### config.mk
export PLATFORM = sky130hd
export DESIGN_NAME = count_delta_capture
export DESIGN_NICKNAME = d
export VERILOG_FILES = /design/src/rtl/cdc_pkg.sv /design/src/rtl/delta_fifo.sv /design/src/rtl/count_delta_capture.sv
export SDC_FILE = /design/constraint.sdc
export NUM_CORES = 1
export LEC_CHECK = 0
export CELL_PAD_IN_SITES_DETAIL_PLACEMENT = 1
export CELL_PAD_IN_SITES_GLOBAL_PLACEMENT = 1
export CORE_AREA = 2 2 230 141
export DETAILED_ROUTE_END_ITERATION = 12
export DIE_AREA = 0 0 232 143
export HOLD_SLACK_MARGIN = 0.15
export PLACE_DENSITY = 0.76
export SLEW_MARGIN = 5
export SYNTH_ARGS = -nofsm -noshare
export SYNTH_HDL_FRONTEND = slang
export SYNTH_SLANG_ARGS = --single-unit
### constraint.sdc
create_clock -name clk -period 4.7 [get_ports clk]
set_input_delay 0.47 -clock clk [delete_from_list [all_inputs] [get_ports clk]]
set_output_delay 0.47 -clock clk [all_outputs]
set_load 0.1 [all_outputs]
### src/rtl/cdc_pkg.sv
// Shared types and helpers for the count-delta capture block.
package cdc_pkg;

    localparam int CNT_W_DEF  = 32;
    localparam int DROP_W_DEF = 16;
    localparam int SUB_MAX_W  = 64;

    typedef enum logic {
        UNPRIMED = 1'b0,
        PRIMED   = 1'b1
    } cap_state_t;

    // Callers truncate the result to their own width; the low bits of a
    // two's-complement difference do not depend on the discarded high bits.
    function automatic logic [SUB_MAX_W-1:0] wrap_sub(
        input logic [SUB_MAX_W-1:0] a,
        input logic [SUB_MAX_W-1:0] b
    );
        return a - b;
    endfunction

endpackage

### src/rtl/delta_fifo.sv
// Synchronous FIFO with a first-word fall-through registered head.
module delta_fifo #(
    parameter  int WIDTH = 32,
    parameter  int DEPTH = 8,
    localparam int PTR_W = $clog2(DEPTH),
    localparam int LVL_W = PTR_W + 1
) (
    input  logic             clk,
    input  logic             rst,
    input  logic             i_flush,
    input  logic             i_push,
    input  logic [WIDTH-1:0] i_push_data,
    input  logic             i_pop,
    output logic             o_full,
    output logic             o_empty,
    output logic [LVL_W-1:0] o_level,
    output logic [WIDTH-1:0] o_head
);

    logic [WIDTH-1:0] r_mem [DEPTH];
    logic [PTR_W-1:0] r_wr_ptr;
    logic [PTR_W-1:0] r_rd_ptr;
    logic [LVL_W-1:0] r_level;
    logic [WIDTH-1:0] r_head;

    logic             w_do_pop;
    logic             w_do_push;
    logic [PTR_W-1:0] w_rd_nxt;

    assign o_full    = (r_level == LVL_W'(DEPTH));
    assign o_empty   = (r_level == '0);
    assign o_level   = r_level;
    assign o_head    = r_head;
    assign w_do_pop  = i_pop && !o_empty;
    assign w_do_push = i_push && (!o_full || w_do_pop);
    assign w_rd_nxt  = r_rd_ptr + 1'b1;

    always_ff @(posedge clk) begin
        if (w_do_push && !i_flush) begin
            r_mem[r_wr_ptr] <= i_push_data;
        end
    end

    always_ff @(posedge clk or posedge rst) begin
        if (rst) begin
            r_wr_ptr <= '0;
            r_rd_ptr <= '0;
            r_level  <= '0;
        end else if (i_flush) begin
            r_wr_ptr <= '0;
            r_rd_ptr <= '0;
            r_level  <= '0;
        end else begin
            if (w_do_push) r_wr_ptr <= r_wr_ptr + 1'b1;
            if (w_do_pop)  r_rd_ptr <= w_rd_nxt;
            if (w_do_push && !w_do_pop)      r_level <= r_level + 1'b1;
            else if (w_do_pop && !w_do_push) r_level <= r_level - 1'b1;
        end
    end

    // Head follows the entry behind the one being popped, or the incoming
    // word when the FIFO is (or is about to become) otherwise empty.
    always_ff @(posedge clk or posedge rst) begin
        if (rst) begin
            r_head <= '0;
        end else if (i_flush) begin
            r_head <= '0;
        end else if (w_do_pop) begin
            if (r_level > LVL_W'(1)) r_head <= r_mem[w_rd_nxt];
            else if (w_do_push)      r_head <= i_push_data;
        end else if (w_do_push && o_empty) begin
            r_head <= i_push_data;
        end
    end

endmodule

### src/rtl/count_delta_capture.sv
// Snapshots a free-running count on each capture strobe and queues the
// wrap-safe delta since the previous snapshot for a valid/ready consumer.
module count_delta_capture
    import cdc_pkg::*;
#(
    parameter int CNT_W  = CNT_W_DEF,
    parameter int DEPTH  = 8,
    parameter int DROP_W = DROP_W_DEF
) (
    input  logic                     clk,
    input  logic                     reset,
    input  logic [CNT_W-1:0]         count_in,
    input  logic                     capture,
    input  logic                     clear,
    output logic                     out_valid,
    input  logic                     out_ready,
    output logic [CNT_W-1:0]         out_delta,
    output logic [$clog2(DEPTH):0]   fill_level,
    output logic [DROP_W-1:0]        drop_count,
    output logic                     primed
);

    cap_state_t        r_state;
    cap_state_t        w_state_nxt;
    logic [CNT_W-1:0]  r_last_snap;
    logic [DROP_W-1:0] r_drop_count;
    logic [CNT_W-1:0]  w_delta;
    logic              w_cap;
    logic              w_pop;
    logic              w_push;
    logic              w_drop;
    logic              w_full;
    logic              w_empty;

    assign w_cap   = capture && !clear;
    assign w_pop   = out_valid && out_ready && !clear;
    assign w_delta = CNT_W'(wrap_sub(SUB_MAX_W'(count_in), SUB_MAX_W'(r_last_snap)));
    assign w_push  = w_cap && (r_state == PRIMED) && (!w_full || w_pop);
    assign w_drop  = w_cap && (r_state == PRIMED) && w_full && !w_pop;

    always_ff @(posedge clk or posedge reset) begin
        if (reset) r_state <= UNPRIMED;
        else       r_state <= w_state_nxt;
    end

    always_comb begin
        w_state_nxt = r_state;
        if (clear)                             w_state_nxt = UNPRIMED;
        else if (r_state == UNPRIMED && capture) w_state_nxt = PRIMED;
    end

    always_comb begin
        primed = (r_state == PRIMED);
    end

    // The snapshot advances on every capture, dropped ones included, so a
    // lost interval is never folded into the following delta.
    always_ff @(posedge clk or posedge reset) begin
        if (reset)      r_last_snap <= '0;
        else if (w_cap) r_last_snap <= count_in;
    end

    always_ff @(posedge clk or posedge reset) begin
        if (reset)                              r_drop_count <= '0;
        else if (clear)                         r_drop_count <= '0;
        else if (w_drop && r_drop_count != '1) r_drop_count <= r_drop_count + 1'b1;
    end

    delta_fifo #(
        .WIDTH (CNT_W),
        .DEPTH (DEPTH)
    ) u_fifo (
        .clk         (clk),
        .rst         (reset),
        .i_flush     (clear),
        .i_push      (w_push),
        .i_push_data (w_delta),
        .i_pop       (w_pop),
        .o_full      (w_full),
        .o_empty     (w_empty),
        .o_level     (fill_level),
        .o_head      (out_delta)
    );

    assign out_valid  = !w_empty;
    assign drop_count = r_drop_count;

endmodule

==> results_dict.tcl <==
set metrics [dict create \
    postRouteAntennaNets 0 \
    peakVddDrop_mv 0.303 \
    hpwl_um 26000 \
    synth-main-ff-cell "edfxtp_1" \
    yosysWarnings 0 \
    die_h_um 143 \
    synth_cells 1098 \
    synth_xor_area_frac 0.0279 \
    grt_pass1_vias 10200 \
    grt_max_degree 66 \
    worstHoldStart "clear" \
    finalCritPeriodShare 0.803 \
    cp-start-kind "input port" \
    diodes 0 \
    clock_sinks 347 \
    io_pins 91 \
    rsz0062_at_grt "no" \
    ys_ff_latch 347 \
    period_needed_ps 3770 \
    synth_top_family_by_area "multiplexers" \
    cp_cell_sequence "clkdlybuf4s50_1 > inv_1 > ha_1 > inv_1 > fa_1 > a211oi_1 > o21ai_1 > o21ai_1 > a21oi_1 > a2bb2oi_1 > a211oi_1 > xnor2_1 > a221oi_1 > nor2_1" \
    required_ps 5150 \
    async_reset_ff_frac 0.262 \
    fin_skew_ps 18.0 \
    h-tree-depth 2 \
    hold_buffers 0 \
    critPathSlowestCell "xnor2_1" \
    core_area_um2 31000 \
    cts_made_buffers 34 \
    p_total_mw 10.7 \
    place_congestion 0.868 \
    wl_per_cell_um 25.2 \
    cts_tree "yes" \
    area_delta_synth_final_pct 16.4 \
    fin_nets 1273 \
    end_kind "flop" \
    dieArea_um2 33200 \
    status "finished clean" \
    drv_cap 0 \
    io_buffers 90 \
    root_buffer "clkbuf_16" \
    syn_nets 1174 \
    holdCritPathClass "in -> reg" \
    viasPerCell 6.02 \
    wirelength_um 41300 \
    drt-pass1-iter-count 7 \
    synth_edf_count 256 \
    clk_latency_ps 530 \
    syn-cell-area_um2 15400 \
    maxSlewHeadroom 0.157 \
    max_freq_ghz 0.265 \
    cellPowerDensity_nw_per_um2 598 \
    synth_simple_gate_area_frac 0.0836 \
    yosysUniqueCellTypes 71 \
    synth_seq_area_share 0.648 \
    finalHoldViolCount 0 \
    grt_overflow 0 \
    cp.arrival_ps 4230 \
    cp_max_fo 9 \
    synth_fa_ha_area_frac 0.0322 \
    path_class "in -> reg" \
    final_core_util 0.578 \
    worstMarginPinSlew_ps 1260 \
    antenna_found_initial 1 \
    p_leak_nw 6.39 \
    fp-row-count 50 \
    setup_violations 0 \
    clock_tree.buffer_depth 3 \
    slew_violations 0 \
    start_util 0.497 \
    synth.area.mux_share 0.0978 \
    cts_setup_buffers 0 \
    drc_errors 0 \
    drive_gt1_frac 0.143 \
    max_stage_delay_ps 750 \
    drt_iter0_drc 931 \
    synth-compound-area-share 0.0839 \
    finalSetupTns_ps 0 \
    cts.repair.resized 0 \
    r2r-start "r_last_snap[0]$_DFFE_PP0P_" \
    crit_start "count_in[0]" \
    clk_pin_slew_worst_paths_ps 60 \
    dieWidth_um 232 \
    grt_usage 0.257 \
    avgSynthCellArea_um2 14.0 \
    grt_first_pass_wirelength_um 63000 \
    vias 9868 \
]
==> worst max-delay path: cells and delay by family <==
family,cells,cell delay [ps]
adder cells (fa/ha/maj),2,420
XOR/XNOR,1,750
AND/OR/NAND/NOR,1,130
buffers and inverters,3,600
AO/OA/AOI/OAI,7,1840
==> cells by family (layout without fill, tap and decap cells) <==
family,count (synthesis),count (layout)
AOI/OAI and AO/OA,200,200
xor gates and xnor gates,49,49
adders and majority gates,39,39
buffers and inverters,103,228
DFF,347,347
muxes,70,70
and+or+nand+nor,290,290
==> layout by cell type, fill, tap and decap left out, types with 3 or more instances in the layout <==
cell	n
clkinv_2	7
nor3_2	3
a21o_1	11
o22ai_1	6
o211ai_1	21
nand3_1	41
nand4_1	10
mux4_2	64
nor2_1	51
o21ai_0	37
nand2_1	139
clkbuf_8	4
or3_1	4
a22oi_1	3
nor2b_1	3
o21ai_1	12
nor2_2	6
and2_1	4
mux2i_1	4
clkbuf_16	35
xnor2_1	24
a31oi_1	6
inv_1	46
a211oi_1	4
buf_4	27
a21oi_1	63
o21a_1	5
edfxtp_1	256
clkdlybuf4s50_1	89
dfrtp_1	90
ha_1	37
clkbuf_1	11
nor3_1	5
a221oi_1	6
and3_1	7
xor2_1	23
nand2b_1	7
==> final cells by class <==
cell class / instances / area (um2)
fillers: 3017 / 13100
flip-flops and latches: 347 / 9970
multi-input cells: 648 / 5060
repair buffers: 118 / 1120
clock buffers: 50 / 972
well taps: 416 / 520
inverters: 48 / 183
clock inverters: 12 / 87.6
==> per-layer routing <==
metal  part of all wire  global-route usage
met5                  0                   0
met4              0.013              0.0513
met3              0.074              0.0457
met2               0.45               0.391
met1               0.46               0.392
==> cell usage after synthesis (6+ instances only) <==
library cell / instances / area share
a21o_1: 11 / 0.0054
a21oi_1: 63 / 0.020
a221oi_1: 6 / 0.0034
a31oi_1: 6 / 0.0024
and3_1: 7 / 0.0028
buf_1: 9 / 0.0022
buf_2: 13 / 0.0042
clkbuf_1: 31 / 0.0076
dfrtp_1: 91 / 0.15
edfxtp_1: 256 / 0.50
ha_1: 38 / 0.031
inv_1: 47 / 0.011
mux4_2: 64 / 0.094
nand2_1: 139 / 0.034
nand2b_1: 7 / 0.0028
nand3_1: 41 / 0.013
nand4_1: 10 / 0.0041
nor2_1: 57 / 0.014
nor3_1: 7 / 0.0023
o211ai_1: 21 / 0.010
o21ai_0: 37 / 0.012
o21ai_1: 13 / 0.0042
o22ai_1: 6 / 0.0024
xnor2_1: 25 / 0.014
xor2_1: 24 / 0.014
==> report_power, final <==
group	leakage, nW	switching (mW)	internal (mW)
Sequential	3.49	0.164	3.75
Clock	0.520	1.17	1.45
Combinational	2.38	2.85	1.32
==> metrics by stage <==
stage          cells  cell area (um2)  hold WS, ps  setup slack, ps
2_1_floorplan   1098            15400          502             51.7
3_3_place_gp    1577            16800          511              703
3_5_place_dp    1577            16800          520              504
4_1_cts         1639            17900          209             1010
5_1_grt         1639            17900          232              635
6_report        1639            17900          224              925
==> worst paths after layout <==
| check | depth (start not counted) | endpoint | slack [ps] |
|---|---|---|---|
| worst max-delay path | 14 | u_fifo.o_head[28]$_DFFE_PP0P_ | 930 |
| worst min-delay path | 2 | u_fifo.o_level[3]$_DFFE_PP0P_ | 220 |
| min in group asynchronous | 2 | u_fifo.o_level[3]$_DFFE_PP0P_ | 500 |
| max in group asynchronous | 3 | u_fifo.o_head[4]$_DFFE_PP0P_ | 3230 |
| worst max register to register | 12 | u_fifo.o_head[28]$_DFFE_PP0P_ | 1020 |
| worst min register to register | 2 | u_fifo.o_head[3]$_DFFE_PP0P_ | 520 |
==> state kept, by name (all words and copies together), names as in the netlist <==
name and cells:
drop_count 16, primed 1, r_last_snap 32, u_fifo.o_head 32, u_fifo.o_level 4, u_fifo.r_mem 256, u_fifo.r_rd_ptr 3, u_fifo.r_wr_ptr 3
Note: power is estimated with default switching activity, not from simulation.
